## src/rtl/hazard_scoreboard.sv

```systemverilog
// rtl/hazard_scoreboard.sv - per-register pending/countdown/age scoreboard for ID-stage stall and forwarding
module hazard_scoreboard #(
    parameter int NREG     = 32,
    parameter int NFWD     = 2,
    parameter int LOAD_LAT = 1,
    parameter int MUL_LAT  = 2
) (
    input  logic                        clk,
    input  logic                        reset,
    input  logic                        id_valid,
    input  logic [$clog2(NREG)-1:0]     id_rs1,
    input  logic [$clog2(NREG)-1:0]     id_rs2,
    input  logic                        id_rs1_used,
    input  logic                        id_rs2_used,
    input  logic [$clog2(NREG)-1:0]     id_rd,
    input  logic                        id_rd_we,
    input  logic [1:0]                  id_class,
    input  logic                        flush,
    input  logic                        hold,
    output logic                        stall,
    output logic                        issue,
    output logic [$clog2(NFWD+1)-1:0]   fwd_rs1,
    output logic [$clog2(NFWD+1)-1:0]   fwd_rs2,
    output logic [NREG-1:0]             busy_mask,
    output logic [15:0]                 stall_cycles
);

    localparam int RW = $clog2(NREG);
    localparam int FW = $clog2(NFWD + 1);
    localparam logic [FW-1:0] AGE_LAST = FW'(NFWD);

    localparam logic [1:0] CLASS_LOAD = 2'd1;
    localparam logic [1:0] CLASS_MUL  = 2'd2;

    logic [NREG-1:0] pend_q, pend_d;
    logic [FW-1:0]   cnt_q [NREG];
    logic [FW-1:0]   cnt_d [NREG];
    logic [FW-1:0]   age_q [NREG];
    logic [FW-1:0]   age_d [NREG];
    logic [15:0]     stall_cycles_q, stall_cycles_d;

    logic            haz_rs1, haz_rs2;
    logic            rdy_rs1, rdy_rs2;
    logic [FW-1:0]   lat_m1;

    // A pending source is either still counting down (hazard) or forwardable from its stage.
    always_comb begin
        haz_rs1 = 1'b0;
        haz_rs2 = 1'b0;
        rdy_rs1 = 1'b0;
        rdy_rs2 = 1'b0;
        if (id_rs1_used && (id_rs1 != '0) && pend_q[id_rs1]) begin
            haz_rs1 = (cnt_q[id_rs1] != '0);
            rdy_rs1 = (cnt_q[id_rs1] == '0);
        end
        if (id_rs2_used && (id_rs2 != '0) && pend_q[id_rs2]) begin
            haz_rs2 = (cnt_q[id_rs2] != '0);
            rdy_rs2 = (cnt_q[id_rs2] == '0);
        end
    end

    assign stall     = id_valid && !flush && (haz_rs1 || haz_rs2);
    assign issue     = id_valid && !flush && !hold && !stall;
    assign fwd_rs1   = rdy_rs1 ? age_q[id_rs1] : '0;
    assign fwd_rs2   = rdy_rs2 ? age_q[id_rs2] : '0;
    assign busy_mask = {pend_q[NREG-1:1], 1'b0};
    assign stall_cycles = stall_cycles_q;

    always_comb begin
        case (id_class)
            CLASS_LOAD: lat_m1 = FW'(LOAD_LAT);
            CLASS_MUL:  lat_m1 = FW'(MUL_LAT - 1);
            default:    lat_m1 = '0;
        endcase
    end

    always_comb begin
        pend_d         = pend_q;
        cnt_d          = cnt_q;
        age_d          = age_q;
        stall_cycles_d = stall_cycles_q;
        if (!hold) begin
            for (int r = 1; r < NREG; r++) begin
                if (pend_q[r]) begin
                    if (age_q[r] == AGE_LAST) begin
                        pend_d[r] = 1'b0;
                        cnt_d[r]  = '0;
                        age_d[r]  = '0;
                    end else begin
                        age_d[r] = age_q[r] + FW'(1);
                        cnt_d[r] = (cnt_q[r] != '0) ? cnt_q[r] - FW'(1) : '0;
                    end
                end
            end
            // Applied last so a new writer overrides both ageing and same-edge retirement.
            if (issue && id_rd_we && (id_rd != RW'(0))) begin
                pend_d[id_rd] = 1'b1;
                cnt_d[id_rd]  = lat_m1;
                age_d[id_rd]  = FW'(1);
            end
            if (stall && (stall_cycles_q != 16'hFFFF)) begin
                stall_cycles_d = stall_cycles_q + 16'd1;
            end
        end
    end

    always_ff @(posedge clk) begin
        if (reset) begin
            pend_q         <= '0;
            cnt_q          <= '{default: '0};
            age_q          <= '{default: '0};
            stall_cycles_q <= '0;
        end else begin
            pend_q         <= pend_d;
            cnt_q          <= cnt_d;
            age_q          <= age_d;
            stall_cycles_q <= stall_cycles_d;
        end
    end

endmodule
```

## config.mk

```make
export PLATFORM = sky130hd
export DESIGN_NAME = hazard_scoreboard
export DESIGN_NICKNAME = d
export VERILOG_FILES = /design/src/rtl/hazard_scoreboard.sv
export SDC_FILE = /design/constraint.sdc
export NUM_CORES = 1
export LEC_CHECK = 0
export BUFFER_PORTS_ARGS = -buffer_cell sky130_fd_sc_hd__buf_2
export CAP_MARGIN = 40
export CORE_MARGIN = 5
export CORE_UTILIZATION = 24
export CTS_CLUSTER_DIAMETER = 100
export DETAILED_ROUTE_END_ITERATION = 8
export HOLD_SLACK_MARGIN = 0.12
export PLACE_DENSITY_LB_ADDON = 0.15
export SYNTH_ARGS = -nofsm -noshare
export SYNTH_HDL_FRONTEND = slang
export SYNTH_SLANG_ARGS = --single-unit
```

## constraint.sdc

```tcl
create_clock -name clk -period 3.26 [get_ports clk]
set_input_delay 0.326 -clock clk [delete_from_list [all_inputs] [get_ports clk]]
set_output_delay 0.326 -clock clk [all_outputs]
set_load 0.03 [all_outputs]
```

## Yosys cells after proc, flatten, opt, wreduce, memory -nomap -nowiden

Cells that the tools add are included.
Widths: inputs -> output; s select.

| operators by class | value |
|---|---|
| bitwise gates (word level) | 8 |
| reduce and logical (&&, ||, !) cells | 58 |
| multiplexer cells | 341 |
| add/subtract/negate cells | 63 |
| order comparisons | 8 |
| equality and inequality tests | 34 |

Operators with widths:

| cell | count |
|---|---|
| $mux 2 | 228 |
| $mux 62 | 2 |
| $mux 1 | 101 |
| $reduce_bool 2->1 | 33 |
| $bwmux 64 | 1 |
| $eq 2x2->1 const B | 32 |
| $or 32x32->32 | 2 |
| $add 2x1->2 const B | 31 |
| $sub 2x1->2 const B | 31 |
| $bmux 2 s5 | 4 |
| $and 32x32->32 | 1 |
| $mux 32 | 1 |
| $not 32->32 | 1 |
| $ge 6x6->1 const B | 3 |
| $lt 5x6->1 const B | 3 |
| $not 5->6 | 3 |
| $add 16x1->16 const B | 1 |
| $ne 16x16->1 const B | 1 |
| $reduce_bool 5->1 | 3 |
| $logic_and 1x1->1 | 13 |
| $bmux 1 s5 | 2 |
| $demux 2 s5 | 1 |
| $lt 6x1->1 const B | 1 |
| $demux 1 s5 | 1 |
| 8 further kinds | 12 |

| word-level totals | value |
|---|---|
| bits in registers | 176 |
| output and inout bits | 54 |
| input port bits | 25 |
| word-level logic and storage cells | 579 |

## Logic depth before layout (Yosys ltp)

| depth | value |
|---|---|
| depth in word-level cells | 13 |
| depth in mapped cells | 12 |
| gate-level depth less buffers | 8 |

## Least setup slack after synthesis

OpenSTA, ideal clock, no wires.

| path | value |
|---|---|
| path kind | input to output |
| from | input port id_rs1[2] |
| to | output port stall |
| buffers on the path | 3 |
| arrival | 2686 ps |
| stages on the path | 9 |
| slack | 248 ps |
| cells stage by stage | buf_2 mux4_2 o221a_1 a211o_1 a21oi_4 nor2_4 buf_2 buf_1 nor2_1 |

| on the way | value |
|---|---|
| longest elaborated chain between the ends | 8 |
| elaborated cells between the ends (all ways) | 13 |
| those cells by class | 6 x mux; 1 x bitwise; 6 x reduce/logical |

Ends and longest elaborated chain:

| item | line | RTL |
|---|---|---|
| from (decl) | 11 | `input logic [$clog2(NREG)-1:0] id_rs1,` |
| $not 5->6 (implied by the code) | 53 | `haz_rs1 = (cnt_q[id_rs1] != '0);` |
| $bmux 2 s5 | 53 |  |
| $mux 2 (implied by the code) (2 in series) | 53 |  |
| $reduce_bool 2->1 | 53 |  |
| $mux 1 (*) | 52 | `if (id_rs1_used && (id_rs1 != '0) && pend_q[id_rs1]) begin` |
| $logic_or 1x1->1 (*) | 62 | `assign stall = id_valid && !flush && (haz_rs1 \|\| haz_rs2);` |
| $logic_and 1x1->1 (*) | 62 |  |
| to (decl) | 20 | `output logic stall,` |

Mark *: on every way between the ends. The rest lies on a longest branch, timed or not. The select of a mux whose other input is x is not followed.

## Final worst setup path

| path | value |
|---|---|
| from | register pend_q[6] |
| to | output port issue |

| on the way | value |
|---|---|
| longest elaborated chain between the ends | 8 |
| elaborated cells between the ends (all ways) | 12 |
| those cells by class | 6 x mux; 6 x reduce/logical |

Ends and longest elaborated chain:

| item | line | RTL |
|---|---|---|
| from (decl) | 35 | `logic [NREG-1:0] pend_q, pend_d;` |
| from (signal assigned) | 114 | `pend_q <= pend_d;` |
| $bmux 1 s5 (on tied branches) | 52, 56 |  |
| $mux 1 (on tied branches) | 52, 56 |  |
| $logic_and 1x1->1 (on tied branches) | 52, 56 |  |
| $mux 1 (on tied branches) | 52, 56 |  |
| $logic_or 1x1->1 (*) | 62 |  |
| $logic_and 1x1->1 (*) | 62 |  |
| $logic_not 1->1 (*) | 63 | `assign issue = id_valid && !flush && !hold && !stall;` |
| $logic_and 1x1->1 (*) | 63 |  |
| to (decl) | 21 | `output logic issue,` |

Marks and branches as above.

==> out/metrics.yaml <==
status:
  status: "complete, no violations"
timing:
  finalCriticalPeriod_ps: 3160
  tightest_slew_ps: 785
  tns_ps: 0
  max_freq_mhz: 317
  setup_viol: 0
  drv_slew: 0
  clock_skew_ps: 28.2
  fin_ws_ps: 101
  rsz0062_at_grt: "true"
  timing.final.crit_share: 0.969
  hold_viol_final: 0
  maxSlewHeadroom: 0.475
route:
  routed_wl_um: 40900
  wire_per_inst_um: 21.7
  first_pass_iters: 5
  drc: 0
  vias: 9954
  via_per_inst: 5.28
  antenna_left: 0
  drt_iter0_markers: 845
place:
  portBuffers: 77
  dp_hpwl_um: 30300
  detailedPlace.worstSlack_ps: 5.49
  gp_congestion: 0.832
synth:
  ys_warn_count: 0
  avgSynthCellArea_um2: 8.82
  synth-seq-area-share: 0.327
  synthAdderAreaFrac: 0.00117
  synth_edf_count: 0
  synth_top_family_by_area: "simple AND/OR/NAND/NOR gates"
  synth_xor_area_frac: 0.00491
  synth.area.top_cells: "dfxtp_1 33%, mux4_2 11%, a21oi_1 8.8%, nor3_1 4.2%, nand2b_1 4.1%"
  async_flop_share: 0
  yosys_register_bits: 175
  synth_top_area_frac: 0.327
  synth-compound-area-share: 0.195
  yosys.area.top_type: "dfxtp_1"
  synth_simple_gate_area_frac: 0.244
  syn_area_mm2: 0.0107
  synth_ff_type: "dfxtp_1"
  syn_nets: 1240
  yosysUniqueCellTypes: 72
  postSynthCellCount: 1214
  synthMuxAreaShare: 0.161
floorplanning:
  ios: 79
  core_area_mm2: 0.0442
  initial_utilization: 0.242
  dieWidth_um: 221
  rows: 77
  die_h_um: 221
  dieArea_mm2: 0.0489
clock_tree:
  clkLatencyLatePin_ps: 470
  clock_sinks: 175
  clkTransAtPathRegs_ps: 70
  clock_tree.root_cell: "clkbuf_16"
  hold_buffers: 0
  clockBufferDepth: 2
  cts_tree: "built"
  htree_num_levels: 4
  numCtsBuffers: 17
worst_hold_path:
  min_to: "cnt_q[62]$_SDFFE_PP0P_"
  worstHoldPathCells: 2
  min_from: "reset"
  hold_class: "in -> reg"
critical_path:
  arrival_ps: 2830
  rr_endpoint: "stall_cycles[12]$_SDFFE_PP0P_"
  crit_path_max_fanout: 7
  slowest_stage: "mux4_2"
  critPathLaunchType: "register"
  reg2reg_depth: 10
  path_cells: "mux4_2 > a311o_1 > o21ai_1 > a21oi_4 > buf_4 > nor4_1 > buf_4"
  required_ps: 2930
  crit_type: "reg -> out"
  critical-path-max-stage-delay_ps: 500
  end_kind: "primary output"
  critPathMostFrequentCell: "buf_4"
  r2r_start: "cnt_q[30]$_SDFFE_PP0N_"
  rrSetupSlack_ps: 350
flow_run:
  cap_violations: 0
final_layout:
  final_net_count: 1304
  drive_above_1_share: 0.215
  layout_commonest_cell: "a21oi_1"
  final_cell_mix: "189 x a21oi_1, 165 x dfxtp_1, 89 x nor3_1"
  area_growth_syn_to_layout_pct: 17.4
grt:
  grt_start_max_net_pins: 78
  grt.total_usage: 0.163
  antenna_found_initial: 1
  grt_pass1_wl_um: 61100
  grt_pass1_vias: 9207
  grt-ovfl-total: 0
pwr:
  powerDensity_mw_per_mm2: 386
  vdd_drop_max_mv: 0.331
  leakagePower_uw: 0.00449
==> area by class of cell <==
type | instances | area (um^2)
diodes | 1 | 2.50
clock buffers | 20 | 467
clock inverters | 12 | 134
fillers | 4730 | 31700
inverters | 33 | 124
multi-input cells | 899 | 6500
flip-flops and latches | 175 | 3520
well taps | 592 | 741
repair buffers | 152 | 1080
==> report_power, final <==
| group | leakage (uW) | switching, uW | internal [uW] | total (uW) |
|---|---|---|---|---|
| clock network | 0.000281 | 973 | 1190 | 2170 |
| logic | 0.00280 | 328 | 189 | 518 |
| registers | 0.00142 | 18.5 | 2150 | 2170 |
| total | 0.00449 | 1320 | 3540 | 4860 |
==> flip-flops by register name (all words and copies together), names as in the netlist <==
register / flops
pend_q: 32
age_q: 64
stall_cycles: 16
cnt_q: 63
==> routing by layer <==
layer / routed length (um) / global-route usage
met4: 671 / 0.0442
met2: 19200 / 0.260
met3: 2050 / 0.0303
met5: 0 / 0
met1: 19000 / 0.228
==> synthesized netlist by cell type, drive strengths merged (4+ instances only) <==
master / n
o22ai: 4
nor3b: 32
a211oi: 5
and4b: 8
buf: 60
nor3: 90
inv: 33
dfxtp: 175
o221ai: 4
nand4: 17
a31oi: 7
a21o: 20
and3: 17
o31ai: 4
a2111oi: 5
nor2: 67
nor4b: 20
xnor2: 4
nand2b: 70
mux2i: 32
o211ai: 5
clkbuf: 47
a22oi: 6
a21oi: 190
o21ai: 55
and2: 8
nor2b: 10
and4: 15
a311oi: 13
or3: 6
mux2: 13
nand2: 34
nand3: 30
a221oi: 13
mux4: 55
==> cells by family after synthesis <==
logic type | Yosys count
mux | 100
flops | 175
buf+inv | 140
fa+ha+maj | 1
simple gates | 442
compound gates | 349
xor+xnor | 6
other cells | 1
==> timing repair <==
action	4_1_cts	5_1_grt
setup endpoints to repair	1	2
buffers inserted	1	1
gates resized for setup	0	16
pin swaps	1	3
==> worst max-delay path by stage <==
stage                     depth (start not counted)                endpoint  slack, ps              startpoint
after global routing                              9                   stall         -2  cnt_q[44]$_SDFFE_PP0N_
after global placement                           12  cnt_q[22]$_SDFFE_PP0N_         30               id_rs2[0]
final                                             7                   issue        100  pend_q[6]$_SDFFE_PP0N_
after floorplan                                   9                   stall        250               id_rs1[2]
after detailed placement                         12  cnt_q[22]$_SDFFE_PP0N_          5               id_rs2[0]
after CTS                                         9                   stall          2  cnt_q[36]$_SDFFE_PP0N_
==> metrics by stage <==
stage	std cells	total power (uW)	cell area (um^2)	hold WS [ps]	util
3_3_place_gp	1847	2730	11900	445	0.269
4_1_cts	1882	4910	12500	163	0.283
2_1_floorplan	1214	2520	10700	426	-
5_1_grt	1883	5030	12600	186	0.284
3_5_place_dp	1849	2730	11900	446	0.270
6_report	1884	4860	12600	200	0.284
==> critical path, delay by kind of cell, from the launching register on <==
family,cells,cell delay [ps]
compound gates,3,720
flops,1,430
mux,1,500
buf+inv,2,400
simple gates,1,330
(Power assumes the default switching activity.)
